[src/rtl/fetch_unit_dual.sv]
// Dual-issue fetch stage and F/D pipeline latch feeding the dual-slot decoder.
// Latency: the pair fetched at PC is presented on fd_* one cycle later; a redirect costs one nop-pair bubble.
// Backpressure: stall holds PC and the F/D latch; ex_redirect overrides stall, and dec_redirect is ignored while stalled.
//
// Ports:
//   clock, reset                  - rising-edge clock, synchronous active-high reset
//   stall                         - decode hazard; freeze PC and F/D latch
//   ex_redirect / ex_target       - execute-stage correction (highest priority after reset)
//   dec_redirect / dec_target     - decoder predicted-taken redirect from the top slot
//   imem_addr_* / imem_q_*        - combinational instruction-memory read of the pair (PC, PC+1)
//   fd_instr_*, fd_pc_*, fd_valid_* - F/D latch contents for the top and bot slots
//   kill_bot                      - bot slot currently in decode is wrong-path
//   redirect_count                - saturating count of accepted redirects
module fetch_unit_dual #(
  parameter int          ADDR_W = 12,
  parameter logic [31:0] NOP    = 32'h00000000
) (
  input  logic              clock,
  input  logic              reset,
  input  logic              stall,
  input  logic              ex_redirect,
  input  logic [31:0]       ex_target,
  input  logic              dec_redirect,
  input  logic [31:0]       dec_target,
  input  logic [31:0]       imem_q_top,
  input  logic [31:0]       imem_q_bot,
  output logic [ADDR_W-1:0] imem_addr_top,
  output logic [ADDR_W-1:0] imem_addr_bot,
  output logic [31:0]       fd_instr_top,
  output logic [31:0]       fd_instr_bot,
  output logic [31:0]       fd_pc_top,
  output logic [31:0]       fd_pc_bot,
  output logic              fd_valid_top,
  output logic              fd_valid_bot,
  output logic              kill_bot,
  output logic [15:0]       redirect_count
);

  logic [31:0] pc;
  logic [31:0] pcPlusOne;
  logic [31:0] pcPlusTwo;
  logic [31:0] exTargetPlusOne;
  logic [31:0] decTargetPlusOne;
  logic [15:0] countNext;

  // All PC arithmetic wraps naturally at 2^32; memory addresses wrap at 2^ADDR_W by truncation.
  assign pcPlusOne        = pc + 32'd1;
  assign pcPlusTwo        = pc + 32'd2;
  assign exTargetPlusOne  = ex_target + 32'd1;
  assign decTargetPlusOne = dec_target + 32'd1;

  assign imem_addr_top = pc[ADDR_W-1:0];
  assign imem_addr_bot = pcPlusOne[ADDR_W-1:0];

  // Saturating increment: the counter sticks at all-ones.
  assign countNext = (redirect_count == 16'hFFFF) ? redirect_count : redirect_count + 16'd1;

  // The decoder's top-slot redirect only makes the bot slot wrong-path when it is actually
  // accepted this cycle: a stalled decoder re-asserts it later, and an execute redirect
  // flushes everything anyway.
  assign kill_bot = dec_redirect & fd_valid_top & ~stall & ~ex_redirect;

  always_ff @(posedge clock) begin
    if (reset) begin
      pc             <= 32'd0;
      fd_instr_top   <= NOP;
      fd_instr_bot   <= NOP;
      fd_pc_top      <= 32'd0;
      fd_pc_bot      <= 32'd1;
      fd_valid_top   <= 1'b0;
      fd_valid_bot   <= 1'b0;
      redirect_count <= 16'd0;
    end else if (ex_redirect) begin
      pc             <= ex_target;
      fd_instr_top   <= NOP;
      fd_instr_bot   <= NOP;
      fd_pc_top      <= ex_target;
      fd_pc_bot      <= exTargetPlusOne;
      fd_valid_top   <= 1'b0;
      fd_valid_bot   <= 1'b0;
      redirect_count <= countNext;
    end else if (stall) begin
      // Hold everything; any dec_redirect will be re-presented once the stall clears.
      pc             <= pc;
    end else if (dec_redirect) begin
      // The pair fetched this cycle follows the wrong path, so latch a bubble instead.
      pc             <= dec_target;
      fd_instr_top   <= NOP;
      fd_instr_bot   <= NOP;
      fd_pc_top      <= dec_target;
      fd_pc_bot      <= decTargetPlusOne;
      fd_valid_top   <= 1'b0;
      fd_valid_bot   <= 1'b0;
      redirect_count <= countNext;
    end else begin
      pc             <= pcPlusTwo;
      fd_instr_top   <= imem_q_top;
      fd_instr_bot   <= imem_q_bot;
      fd_pc_top      <= pc;
      fd_pc_bot      <= pcPlusOne;
      fd_valid_top   <= 1'b1;
      fd_valid_bot   <= 1'b1;
    end
  end

endmodule

[config.mk]
export PLATFORM = sky130hd
export DESIGN_NAME = fetch_unit_dual
export DESIGN_NICKNAME = d
export VERILOG_FILES = /design/src/rtl/fetch_unit_dual.sv
export SDC_FILE = /design/constraint.sdc
export NUM_CORES = 1
export LEC_CHECK = 0
export BUFFER_PORTS_ARGS = -buffer_cell sky130_fd_sc_hd__clkbuf_2
export CORE_MARGIN = 10
export CORE_UTILIZATION = 35
export CTS_CLUSTER_DIAMETER = 40
export DETAILED_ROUTE_END_ITERATION = 10
export HOLD_SLACK_MARGIN = 0.05
export PLACE_DENSITY_LB_ADDON = 0.05
export SETUP_SLACK_MARGIN = 0.4
export SLEW_MARGIN = 10
export SYNTH_ARGS = -nofsm -noshare
export SYNTH_HDL_FRONTEND = slang
export SYNTH_SLANG_ARGS = --single-unit
[constraint.sdc]
create_clock -name clock -period 3 [get_ports clock]
set_clock_uncertainty 0.15 [all_clocks]
set_input_delay 0 -clock clock [delete_from_list [all_inputs] [get_ports clock]]
set_output_delay 0 -clock clock [all_outputs]
set_load 0.01 [all_outputs]
-- Yosys cells after proc, flatten, opt, wreduce, memory -nomap -nowiden
Index checks and enable logic that the tools add are counted.
- muxes and demuxes: 16
- eq/ne operators: 2
- bitwise operators: 5
- reduce and logical (&&, ||, !) cells: 3
- add/sub/neg operators: 5
- operator list (kind ; number):
    two-way mux 32 bit ; 11
    adder 32 x 1 -> 32 bit (second input constant) ; 3
    two-way mux 16 bit ; 4
    adder 32 x 2 -> 32 bit (second input constant) ; 1
    adder 16 x 1 -> 16 bit (second input constant) ; 1
    equality test 16 bit (second input constant) ; 1
    AND 1 bit ; 3
    inequality test 2 x 1 -> 1 bit (second input constant) ; 1
    NOT 1 bit ; 2
    AND reduction 2 bit ; 1
    nonzero test 2 bit ; 1
    OR reduction 2 bit ; 1
    two-way mux 1 bit ; 1
- bits in registers: 177
- input bits: 133
- word-level logic and storage cells: 38
- output and inout bits: 171

-- Logic depth before layout (Yosys ltp)
- depth in word-level cells: 5
- mapped depth: 8
- mapped depth without buffers: 7

-- Worst setup path before layout
No wires, ideal clock.
- path type: register -> register
- from: reg pc[2]
- to: reg fd_pc_bot[27]
- required time: 2712 ps
- setup time: 138 ps
- arrival: 2239 ps
- setup slack: 473 ps
- period minus slack after synthesis: 2527 ps
- stages on the path, launching flop included: 8
- cell sequence: dfxtp_1 ha_1 nand4_4 or4_4 nor4_2 xor2_1 a222oi_1 a211oi_1
- longest elaborated chain between the ends: 4
- RTL lines (element ; RTL line ; source):
    from (decl) ; 39 ; logic [31:0] pc;
    from (signal assigned) ; 74 ; pc <= ex_target;
    from (signal assigned) ; 84 ; pc <= pc;
    from (signal assigned) ; 87 ; pc <= dec_target;
    adder 32 x 1 -> 32 bit ; 47 ; assign pcPlusOne = pc + 32'd1;
    two-way mux 32 bit ; 85 ; end else if (dec_redirect) begin
    two-way mux 32 bit ; 82 ; end else if (stall) begin
    two-way mux 32 bit ; 73 ; end else if (ex_redirect) begin
    to (signal assigned) ; 78 ; fd_pc_bot <= exTargetPlusOne;
    to (signal assigned) ; 91 ; fd_pc_bot <= decTargetPlusOne;
    to (signal assigned) ; 100 ; fd_pc_bot <= pcPlusOne;
    to (decl) ; 32 ; output logic [31:0] fd_pc_bot,
No other way between the ends. The select of a mux whose other input is x is not followed.
A chain may end at the register's enable or synchronous reset.

-- Final worst setup path
- from: reg pc[1]
- to: reg fd_pc_bot[4]
The elaborated chain is that of the path after synthesis.

==> impl_metrics.toml <==
[status]
status = "finished clean"

[placement]
place_inst = 1858
gp_congestion = 0.871
portBuffers = 303
dp_hpwl_um = 29800

[clock_tree]
cts_tree = "built"
cts_root_buf = "clkbuf_16"
clkSinkCount = 177
clk_latency_ns = 0.43
path_clk_slew_ns = 0.07
cts_buffer_depth = 2
cts_buffers = 17
cts.htree.levels = 4

[worst_setup_path]
r2r_start = "pc[1]"
critPathCapture = "fd_pc_bot[4]"
worstPathMaxFanout = 7
worst-setup-path-type = "reg -> reg"
endpoint_kind = "flip-flop"
critPathLaunch = "pc[1]"
reg2reg_slack_ns = 0.44
reg2reg_depth = 9
startpoint_type = "flip-flop"
critPathArrivalTime_ns = 2.78
required_ns = 3.22
rr_endpoint = "fd_pc_bot[4]"

[yosys]
syn-num-nets = 1400
yosys.area.top_type = "dfxtp_1"
seq_area_frac_synth = 0.366
synth-seq-cells = 177
ys_types = 56
synth_edf_count = 0
synth_top_area_frac = 0.366
ys.flop_type = "dfxtp_1"
synthTopCellsByArea = "dfxtp_1 37%, nor2_1 8.1%, a21oi_1 6.3%, a211oi_1 5.7%, a22oi_1 5.6%"
syn_inst = 1262
netlist_area_um2 = 9680
ys.warnings.count = 0
async_flop_share = 0
synth.avg_cell_area_um2 = 7.67

[layout]
drive_gt1_frac = 0.243
stdcell_count = 2048
fin_nets = 1801
layout_common_cells = "300 x clkbuf_2, 205 x nor2_1, 173 x dfxtp_1, 154 x dlygate4sd3_1, 121 x a21oi_1"
area_growth_pct = 41.4
final_util = 0.505
final_common_cell = "clkbuf_2"
diodes = 0

[grt]
grt_start_max_net_pins = 77
first_global_vias = 10400
antenna_found_initial = 1
grt_overflow_total = 0
grt_pass1_wl_um = 61400
grt_use_total = 0.225

[detailed_routing]
wire_per_inst_um = 19.9
wirelength_um = 40800
drtIter0Drc = 797
firstDrtPassIters = 7
drc = 0
final_antenna_net_count = 0
num_vias = 11000
vias_per_cell = 5.36

[timing]
finalCriticalPeriod_ns = 2.56
fmax_mhz = 390
max_slew_margin = 0.384
rsz0062_at_grt = "yes"
finalCritPeriodShare = 0.854
hold_viol = 0
worst_pin_slew_ns = 0.916
setup_tns_ns = 0
timing.final.max_slew_violations = 0
fin_hold_ws_ns = 0.0542
setup_viol = 0

[min_path]
min_from = "dec_target[15]"
min_path_type = "in -> reg"

[floorplanning]
start_util = 0.357
die-area_um2 = 34700
rows = 60
num_io_pins = 304
core_area_um2 = 27100
die_h_um = 186
die-width_um = 186

[power]
p_per_area_nw_per_um2 = 438
power.leakage_nw = 5.59
max-vdd-ir-drop_mv = 0.294

[flow_run]
cap_viol_max_count = 0
## synth_stat cells, types with 15 or more instances
| library cell | n |
|---|---|
| nor3_1 | 30 |
| buf_1 | 22 |
| inv_1 | 17 |
| clkbuf_1 | 63 |
| buf_2 | 15 |
| nand2_1 | 115 |
| o21ai_0 | 32 |
| a22oi_1 | 72 |
| nand3_1 | 43 |
| a211oi_1 | 73 |
| xor2_1 | 47 |
| nor2_1 | 208 |
| a21oi_1 | 121 |
| dfxtp_1 | 177 |
| nand4_1 | 37 |
| xnor2_1 | 51 |
## per-stage QoR
stage | power [mW] | worst slack [ns] | area (µm²)
2_1_floorplan | 3.18 | 0.473 | 9680
3_3_place_gp | 3.64 | 0.425 | 11500
3_5_place_dp | 3.65 | 0.361 | 11500
4_1_cts | 6.03 | 0.415 | 13600
5_1_grt | 6.27 | 0.255 | 13700
6_report | 5.99 | 0.438 | 13700
## cell type report
type                            count  area (µm²)
Clock buffer                       17         425
Clock inverter                     15         143
Fill cell                        2746       13400
Inverter                           18        67.6
Multi-Input combinational cell    954        5660
Sequential cell                   177        3550
Tap cell                          372         465
Timing Repair Buffer              495        3380
## how the worst min path moves through the flow
| stage | to | slack (ns) | depth (start not counted) |
|---|---|---|---|
| floorplan | pc[1] | -0.007 | 2 |
| global placement | fd_instr_top[6] | 0.08 | 3 |
| detailed placement | fd_instr_bot[13] | 0.09 | 3 |
| CTS | fd_pc_bot[23] | 0.05 | 3 |
| global route | fd_pc_top[3] | 0.1 | 5 |
| finish | fd_pc_top[15] | 0.05 | 5 |
## what timing repair did
item                                   CTS  global route
pin swaps                                0             3
hold buffers                           154             0
setup endpoints to repair                1            24
buffers inserted                         0             4
endpoints found under the hold margin  155             0
resized for setup                        1            16
## power by group
part | internal, mW | total, mW | switching, mW | leakage [nW]
clock | 1.11 | 2.22 | 1.11 | 0.284
combinational | 0.517 | 1.19 | 0.674 | 3.85
sequential | 2.47 | 2.58 | 0.112 | 1.45
total | 4.09 | 5.99 | 1.90 | 5.59
## sequential cells by signal, indices dropped and copies added (netlist names)
register and count:
fd_instr_bot 32, fd_instr_top 32, fd_pc_bot 32, fd_pc_top 32
fd_valid_bot 1, pc 32, redirect_count 16
## per-layer routing
metal  routed length (µm)  vias up  GRT usage  share of wire
met5                   13        -          0        0.00032
met4                 1200        2     0.0816          0.030
met3                 3040       54     0.0431          0.074
met2                19600      366      0.375           0.48
met1                17000     5232      0.283           0.42
li1                     -     5316          -              -
## critical path, stage by stage, from the launching register on
cell and delay [ns]:
dfxtp_1 0.38, buf_4 0.19, ha_1 0.20, nand3_2 0.17, xnor2_2 0.22, nor2_1 0.09
a211oi_2 0.22, a211oi_1 0.06, a211oi_1 0.22, dlygate4sd3_1 0.59
## cell families (layout without fill, tap and decap cells)
logic type,count (synthesis),after routing,share of synthesized area
and+or+nand+nor,502,502,0.245
AOI/OAI and AO/OA,345,345,0.232
DFF,177,177,0.366
buffers and inverters,131,545,0.0578
xor gates and xnor gates,98,98,0.0887
adders and majority gates,5,5,0.00646
muxes,4,4,0.00427
Note: power is estimated with default switching activity, not from simulation.
